--- src/rtl/arm_image_loader.sv ---
// Program-image loader and run supervisor: streams an image into memory while the
// core is held in reset, then releases it and watches for halt or a run timeout.
module arm_image_loader #(
  parameter int unsigned             DATA_WIDTH     = 32,
  parameter int unsigned             ADDR_WIDTH     = 32,
  parameter logic [ADDR_WIDTH-1:0]   BASE_ADDR      = '0,
  parameter int unsigned             MAX_WORDS      = 1024,
  parameter int unsigned             TIMEOUT_CYCLES = 100000,
  localparam int unsigned            WCW            = $clog2(MAX_WORDS + 1)
) (
  input  logic                  clk,
  input  logic                  rst_n,
  input  logic                  start,
  input  logic                  s_valid,
  input  logic [DATA_WIDTH-1:0] s_data,
  input  logic                  s_last,
  output logic                  s_ready,
  output logic [ADDR_WIDTH-1:0] mem_addr,
  output logic [DATA_WIDTH-1:0] mem_data_in,
  output logic                  mem_write_en,
  output logic                  core_rst,
  input  logic                  halted,
  output logic                  done,
  output logic                  timeout,
  output logic                  overflow,
  output logic [WCW-1:0]        word_count,
  output logic [31:0]           cycle_count
);

  localparam logic [ADDR_WIDTH-1:0] STEP   = ADDR_WIDTH'(DATA_WIDTH / 8);
  localparam logic [WCW-1:0]        MAX_W  = WCW'(MAX_WORDS);
  localparam bit                    TO_EN  = (TIMEOUT_CYCLES != 0);
  localparam logic [31:0]           TO_LAST = TO_EN ? 32'(TIMEOUT_CYCLES - 1) : 32'd0;

  typedef enum logic [2:0] {IDLE, LOAD, FLUSH, RUN, DONE, ERROR} state_t;

  state_t                state_q;
  logic                  last_q;      // final beat taken; one more LOAD cycle before FLUSH
  logic                  s_ready_q;
  logic                  mem_we_q;
  logic [ADDR_WIDTH-1:0] mem_addr_q;
  logic [DATA_WIDTH-1:0] mem_data_q;
  logic [ADDR_WIDTH-1:0] next_addr_q, next_addr_d;
  logic                  core_rst_q;
  logic                  done_q, timeout_q, overflow_q;
  logic [WCW-1:0]        word_count_q, word_count_d;
  logic [31:0]           cycle_count_q, cycle_count_d;
  logic                  accept;
  logic                  timeout_hit;

  assign accept        = (state_q == LOAD) && s_valid && s_ready_q;
  assign word_count_d  = word_count_q + WCW'(1);
  assign next_addr_d   = next_addr_q + STEP;
  assign cycle_count_d = (cycle_count_q == '1) ? cycle_count_q : cycle_count_q + 32'd1;
  assign timeout_hit   = TO_EN && (cycle_count_q == TO_LAST);

  always_ff @(posedge clk) begin
    if (!rst_n) begin
      state_q       <= IDLE;
      last_q        <= 1'b0;
      s_ready_q     <= 1'b0;
      mem_we_q      <= 1'b0;
      mem_addr_q    <= BASE_ADDR;
      mem_data_q    <= '0;
      next_addr_q   <= BASE_ADDR;
      core_rst_q    <= 1'b1;
      done_q        <= 1'b0;
      timeout_q     <= 1'b0;
      overflow_q    <= 1'b0;
      word_count_q  <= '0;
      cycle_count_q <= '0;
    end else begin
      mem_we_q <= 1'b0;
      case (state_q)
        IDLE, DONE, ERROR: begin
          if (start) begin
            state_q       <= LOAD;
            last_q        <= 1'b0;
            s_ready_q     <= 1'b1;
            next_addr_q   <= BASE_ADDR;
            core_rst_q    <= 1'b1;
            done_q        <= 1'b0;
            timeout_q     <= 1'b0;
            overflow_q    <= 1'b0;
            word_count_q  <= '0;
            cycle_count_q <= '0;
          end
        end
        LOAD: begin
          if (last_q) begin
            state_q <= FLUSH;
          end else if (accept) begin
            mem_we_q     <= 1'b1;
            mem_addr_q   <= next_addr_q;
            mem_data_q   <= s_data;
            next_addr_q  <= next_addr_d;
            word_count_q <= word_count_d;
            if (s_last) begin
              last_q    <= 1'b1;
              s_ready_q <= 1'b0;
            end else begin
              s_ready_q <= (word_count_d < MAX_W);
            end
          end else if (s_valid && (word_count_q == MAX_W)) begin
            // Image is larger than capacity: abort with the core still in reset.
            state_q    <= ERROR;
            s_ready_q  <= 1'b0;
            overflow_q <= 1'b1;
          end
        end
        FLUSH: begin
          state_q    <= RUN;
          last_q     <= 1'b0;
          core_rst_q <= 1'b0;
        end
        RUN: begin
          cycle_count_q <= cycle_count_d;
          if (halted) begin
            state_q <= DONE;
            done_q  <= 1'b1;
          end else if (timeout_hit) begin
            state_q    <= ERROR;
            timeout_q  <= 1'b1;
            core_rst_q <= 1'b1;
          end
        end
        default: state_q <= IDLE;
      endcase
    end
  end

  assign s_ready      = s_ready_q;
  assign mem_addr     = mem_addr_q;
  assign mem_data_in  = mem_data_q;
  assign mem_write_en = mem_we_q;
  assign core_rst     = core_rst_q;
  assign done         = done_q;
  assign timeout      = timeout_q;
  assign overflow     = overflow_q;
  assign word_count   = word_count_q;
  assign cycle_count  = cycle_count_q;

endmodule

--- config.mk ---
export PLATFORM = sky130hd
export DESIGN_NAME = arm_image_loader
export DESIGN_NICKNAME = d
export VERILOG_FILES = /design/src/rtl/arm_image_loader.sv
export SDC_FILE = /design/constraint.sdc
export NUM_CORES = 1
export LEC_CHECK = 0
export CAP_MARGIN = 30
export CORE_MARGIN = 2
export CORE_UTILIZATION = 45
export DETAILED_ROUTE_END_ITERATION = 10
export PLACE_DENSITY = 0.84
export SLEW_MARGIN = 20
export SYNTH_ARGS = -nofsm -noshare
export SYNTH_HDL_FRONTEND = slang
export SYNTH_SLANG_ARGS = --single-unit
--- constraint.sdc ---
create_clock -name clk -period 4.1 [get_ports clk]
set_input_delay 0.41 -clock clk [delete_from_list [all_inputs] [get_ports clk]]
set_output_delay 0.41 -clock clk [all_outputs]
set_load 0.05 [all_outputs]
=== Word-level counts from Yosys, hierarchy flattened ===
Cells that the tools add are included.
W data, S select, Z words.

* Flip-flop bits (word level): 149
* Input port bits: 38
* Output and inout port bits: 113

* Add/subtract/negate cells: 3
* Magnitude comparators: 1
* Equal/unequal tests: 21
* Mux-type cells: 39
* Bitwise operators: 3
* Reduce and logical (&&, ||, !) cells: 20

{| class="wikitable"
|+ Operators by type and width
! operator !! number
|-
| $mux W32 || 4
|-
| $pmux W32 S2 || 2
|-
| $mux W11 || 3
|-
| $add A32 B1 Y32 const B || 1
|-
| $add A32 B3 Y32 const B || 1
|-
| $eq A32 B17 Y1 const B || 1
|-
| $eq A32 B32 Y1 const B || 1
|-
| $pmux W11 S2 || 1
|-
| $reduce_and A4 Y1 || 5
|-
| $mux W3 || 6
|-
| $mux W1 || 16
|-
| $ne A2 B2 Y1 const B || 8
|-
| $pmux W3 S4 || 1
|-
| $add A11 B1 Y11 const B || 1
|-
| $eq A11 B11 Y1 const B || 1
|-
| $lt A11 B11 Y1 const B || 1
|-
| $reduce_and A3 Y1 || 3
|-
| $pmux W1 S2 || 4
|-
| $eq A3 B2 Y1 const B || 2
|-
| $eq A3 B3 Y1 const B || 2
|-
| $ne A3 B2 Y1 const B || 2
|-
| $ne A3 B3 Y1 const B || 2
|-
| $pmux W1 S3 || 2
|-
| $reduce_bool A3 Y1 || 2
|-
| 9 further kinds || 15
|}

=== Longest topological paths before layout ===
* Depth in word-level cells: 6
* Mapped depth: 8

=== Worst setup path after synthesis ===
No wires, ideal clock.

* Kind: register to register
* From: register cycle_count_q[17] (netlist: cycle_count[17])
* To: register cycle_count_q[31] (netlist: cycle_count[31])
* Arrival time: 2.299 ns
* Required time: 3.980 ns
* Setup slack: 1.681 ns
* Cell stages (with the launch flop): 9
* Period minus slack after synthesis: 2.419 ns
* Path through: dfxtp_1 -> clkbuf_1 -> and4_1 -> clkbuf_1 -> and2_1 -> clkbuf_1 -> nand4_1 -> o211a_1 -> a211o_1

* Longest elaborated chain between the ends: 3
* Elaborated cells between the ends (all ways): 6

{| class="wikitable"
|+ Ends and longest elaborated chain
! what !! line !! source
|-
| from (decl) || 47 || <nowiki>logic [31:0] cycle_count_q, cycle_count_d;</nowiki>
|-
| from (signal assigned) || 117 || <nowiki>cycle_count_q <= cycle_count_d;</nowiki>
|-
| $add A32 B1 Y32 or $eq A32 B32 Y1 (tied branches) || 54 || <nowiki>assign cycle_count_d = (cycle_count_q == '1) ? cycle_count_q : cycle_count_q + 32'd1;</nowiki>
|-
| $mux W32 or $ne A2 B2 Y1 (tied branches) || n/a ||
|-
| $pmux W32 S2 or $reduce_and A3 Y1 (tied branches) || n/a ||
|}

Several ways; a longest one is shown, not always the timed one. The select of a mux whose other input is x is not followed.
A chain may end at the register's enable or synchronous reset.

=== Final worst setup path ===
* From: register state_q[0]
* To: register cycle_count_q[19] (netlist: cycle_count[19])

* Longest elaborated chain between the ends: 4
* Elaborated cells between the ends (all ways): 10

{| class="wikitable"
|+ Ends and longest elaborated chain
! what !! line !! source
|-
| from (decl) || 37 || <nowiki>state_t state_q;</nowiki>
|-
| from (signal assigned) || 59 || <nowiki>state_q <= IDLE;</nowiki>
|-
| from (signal assigned) || 77 || <nowiki>state_q <= LOAD;</nowiki>
|-
| from (signal assigned) || 91 || <nowiki>state_q <= FLUSH;</nowiki>
|-
| $eq A3 B3 Y1 or $logic_not A3 Y1 (tied branches) || 74 || <nowiki>case (state_q)</nowiki>
|-
| $reduce_or A3 Y1 || 74 ||
|-
| $ne A2 B2 Y1 (no source line) or $reduce_bool A2 Y1 (tied branches) || n/a ||
|-
| $reduce_and A3 Y1 (no source line) || n/a ||
|}

Several ways; a longest one is shown, not always the timed one.

==> impl_metrics.tcl <==
set metrics [dict create \
    htree_levels 4 \
    netlist_area_um2 6539 \
    cp-end-kind "flop" \
    row_count 44 \
    cp_cell_sequence "and3b_1 -> nand2_1 -> o31ai_1 -> buf_4 -> o21ai_0 -> o41ai_1" \
    worstReg2RegStart "state_q[0]" \
    routed_wl_mm 18.05 \
    required_ns 4.40 \
    rr_endpoint "cycle_count[19]" \
    vias 6673 \
    start_util_pct 45.51 \
    ios 151 \
    ys_top_cells_by_count "nand2_1 (166), dfxtp_1 (145), a21oi_1 (100), clkbuf_1 (44)" \
    drv_slew 0 \
    synth_cells 825 \
    fmax_ghz 0.3710 \
    synth_compound_area_share_pct 19.80 \
    crit_type "flop to flop" \
    synthTopCellsByArea "dfxtp_1 (44%), nand2_1 (9.5%), a21oi_1 (7.7%)" \
    finalCritPeriodShare_pct 65.74 \
    yosysUniqueCellTypes 61 \
    power_uw 3285 \
    multi_input_area_um2 3348 \
    drtIter0Drc 509 \
    cts-resized-gates 0 \
    grt_pass1_wl_mm 30.07 \
    startpoint "state_q[0]" \
    cpMaxStageDelayCell "o31ai_1" \
    slew_headroom_pct 40.04 \
    fin_setup_tns_ns 0 \
    fin_worst_skew_ns 0.009615 \
    rsz0062_at_grt "no" \
    ys_warn_count 0 \
    track_usage_pct 23.26 \
    fin_nets 991 \
    status "finished, final reports clean" \
    avgSynthCellArea_um2 7.926 \
    cp_top_family "simple AND/OR/NAND/NOR gates" \
    synth_seq_cells 145 \
    port_buffers 148 \
    synth_area_leader_cell "dfxtp_1" \
    cp-start-kind "flop" \
    cts_tree "done" \
    syn_to_final_growth_pct 33.79 \
    cts_num_sinks 145 \
    dr.pass1.iters 5 \
    synth_top_area_share_pct 44.39 \
    gp_congestion 0.8916 \
    ant_nets 0 \
    grt_max_degree 68 \
    drive_above_1_share_pct 5.301 \
    slowest_delay_ns 0.71 \
    setup_violations 0 \
    power_per_cell_area_nw_per_um2 375.5 \
    fin_util_pct 60.88 \
    antenna_found_initial 0 \
    reg2reg_slack_ns 1.40 \
    cts_buffers 17 \
    worst_r2r_path_depth 6 \
    async_reset_ff_share_pct 0 \
    drv_cap 0 \
    clk_latency_ns 0.42 \
    coreArea_um2 14370 \
    cts_hold_buf 0 \
    drc 0 \
    yosysMostFrequentCell "nand2_1" \
    path_clk_slew_ns 0.06 \
    cts-root-buf "clkbuf_16" \
    die_x_um 124.5 \
    place_hpwl_mm 12.16 \
    setup.worst_path.end "cycle_count[19]" \
    vdd_drop_max_mv 0.3060 \
    p_leak_uw 0.002860 \
    synth-edff-count 0 \
    die_y_um 124.5 \
    cp.depth 6 \
    post_cts_buffers 0 \
    timing.hold.ws_ns 0.4523 \
    clockBufferDepth 2 \
    layout_min_cycle_time_ns 2.695 \
    dieArea_um2 15510 \
    grt_pass1_vias 6027 \
    via_per_inst 5.823 \
    synth_top_family_by_area "simple AND/OR/NAND/NOR gates" \
    worst_pin_slew_ns 0.8961 \
    yosysSeqAreaShare_pct 44.39 \
    finalHoldViolCount 0 \
    worstPathMaxFanout 14 \
    overflow 0 \
    synth_ff_type "dfxtp_1" \
    n_antenna_cell 0 \
    synth.area.mux_share_pct 0.6889 \
    post_drt_wl_per_cell_um 15.75 \
    synth_adder_area_share_pct 0.7654 \
    worstPathArrival_ns 3.00 \
    path_buf_inv 1 \
    synth-simple-area-share_pct 27.82 \
    synth-xor-area-share_pct 1.741 \
    n_fill_cell 1244 \
    seq_area_um2 2903 \
    hp-class "flop to flop" \
]
cells by family (layout without fill, tap and decap cells):
family | Yosys count | in the layout
fa+ha+maj | 4 | 4
buf+inv | 75 | 211
mux | 4 | 4
compound gates | 216 | 216
other cells | 1 | 2
simple gates | 367 | 367
xor+xnor | 13 | 13
flops | 145 | 145
routing by layer:
metal	part of all wire (%)	track usage (%)	wire length [um]	up-vias
met5	0	0	0	-
met4	1.7	7.535	301	0
met3	6.8	5.155	1230	24
met2	48	38.28	8754	291
met1	43	30.39	7763	3119
li1	-	-	-	3239
sequential cells by signal, indices dropped and copies added, names as in the netlist:
name	cells
core_rst	1
cycle_count	32
done	1
last_q	1
mem_addr	30
mem_data_in	32
mem_write_en	1
next_addr_q	30
overflow	1
s_ready	1
state_q	3
timeout	1
word_count	11
worst register-to-register path, stage by stage, from the launching register on:
cell and delay [ns]:
dfxtp_1 0.52, and3b_1 0.52, nand2_1 0.39, o31ai_1 0.71
buf_4 0.27, o21ai_0 0.09, o41ai_1 0.08
cell type report:
cell class / instances / share of cell area, %
Clock inverter: 9 / 1.759
Tap cell: 184 / 2.632
Sequential cell: 145 / 33.18
Inverter: 21 / 0.9010
Multi-Input combinational cell: 606 / 38.27
Timing Repair Buffer: 158 / 17.79
Clock buffer: 23 / 5.463
power by group:
part           leakage [uW]  total, uW  switching, uW  internal (uW)
clock              0.000303       1640            578           1070
sequential          0.00117       1430           11.1           1420
combinational       0.00139        208            132           76.4
worst min-delay path by stage:
| stage | slack, ns | depth (start not counted) | startpoint | to |
|---|---|---|---|---|
| after CTS | 0.45 | 2 | mem_addr[13] | mem_addr[13] |
| after detailed placement | 0.45 | 2 | mem_addr[31] | mem_addr[31] |
| after global routing | 0.47 | 2 | mem_addr[30] | mem_addr[30] |
| after global placement | 0.44 | 2 | mem_data_in[0] | mem_data_in[0] |
| after floorplan | 0.44 | 2 | next_addr_q[31] | mem_addr[31] |
| final | 0.45 | 2 | mem_addr[10] | mem_addr[10] |
through the flow:
stage | cells | worst slack (ns) | area [um2]
floorplan | 826 | 1.681 | 6543
global placement | 1114 | 1.371 | 8112
detailed placement | 1114 | 1.255 | 8117
CTS | 1146 | 1.463 | 8748
global route | 1146 | 1.205 | 8748
finish | 1146 | 1.405 | 8748
cells in the final DEF (no fill, tap or decap), types with 4 or more instances in the layout:
cell type        synthesis  layout
nor4b_1                  5       5
xnor2_1                 11      11
o21ai_0                 41      40
a31oi_1                 13      13
a21o_1                   6       6
nor2_1                  41      41
a21oi_1                100     100
o31ai_1                 12      12
buf_4                    3      10
bufinv_16                0       4
or4_1                    8       8
nor3_1                  13      13
clkbuf_16                0      17
o311ai_0                 4       4
ha_1                     4       4
inv_1                   21      20
clkdlybuf4s50_1          0     148
and4_1                  15      15
nor4_1                  23      22
and3_1                  11      11
a41oi_1                  6       6
nand4_1                 29      29
a211oi_1                 6       6
nand3_1                 28      28
or3_1                   11      11
nand2_1                166     165
dfxtp_1                145     145
No activity file was read; power rests on OpenSTA's default activity.
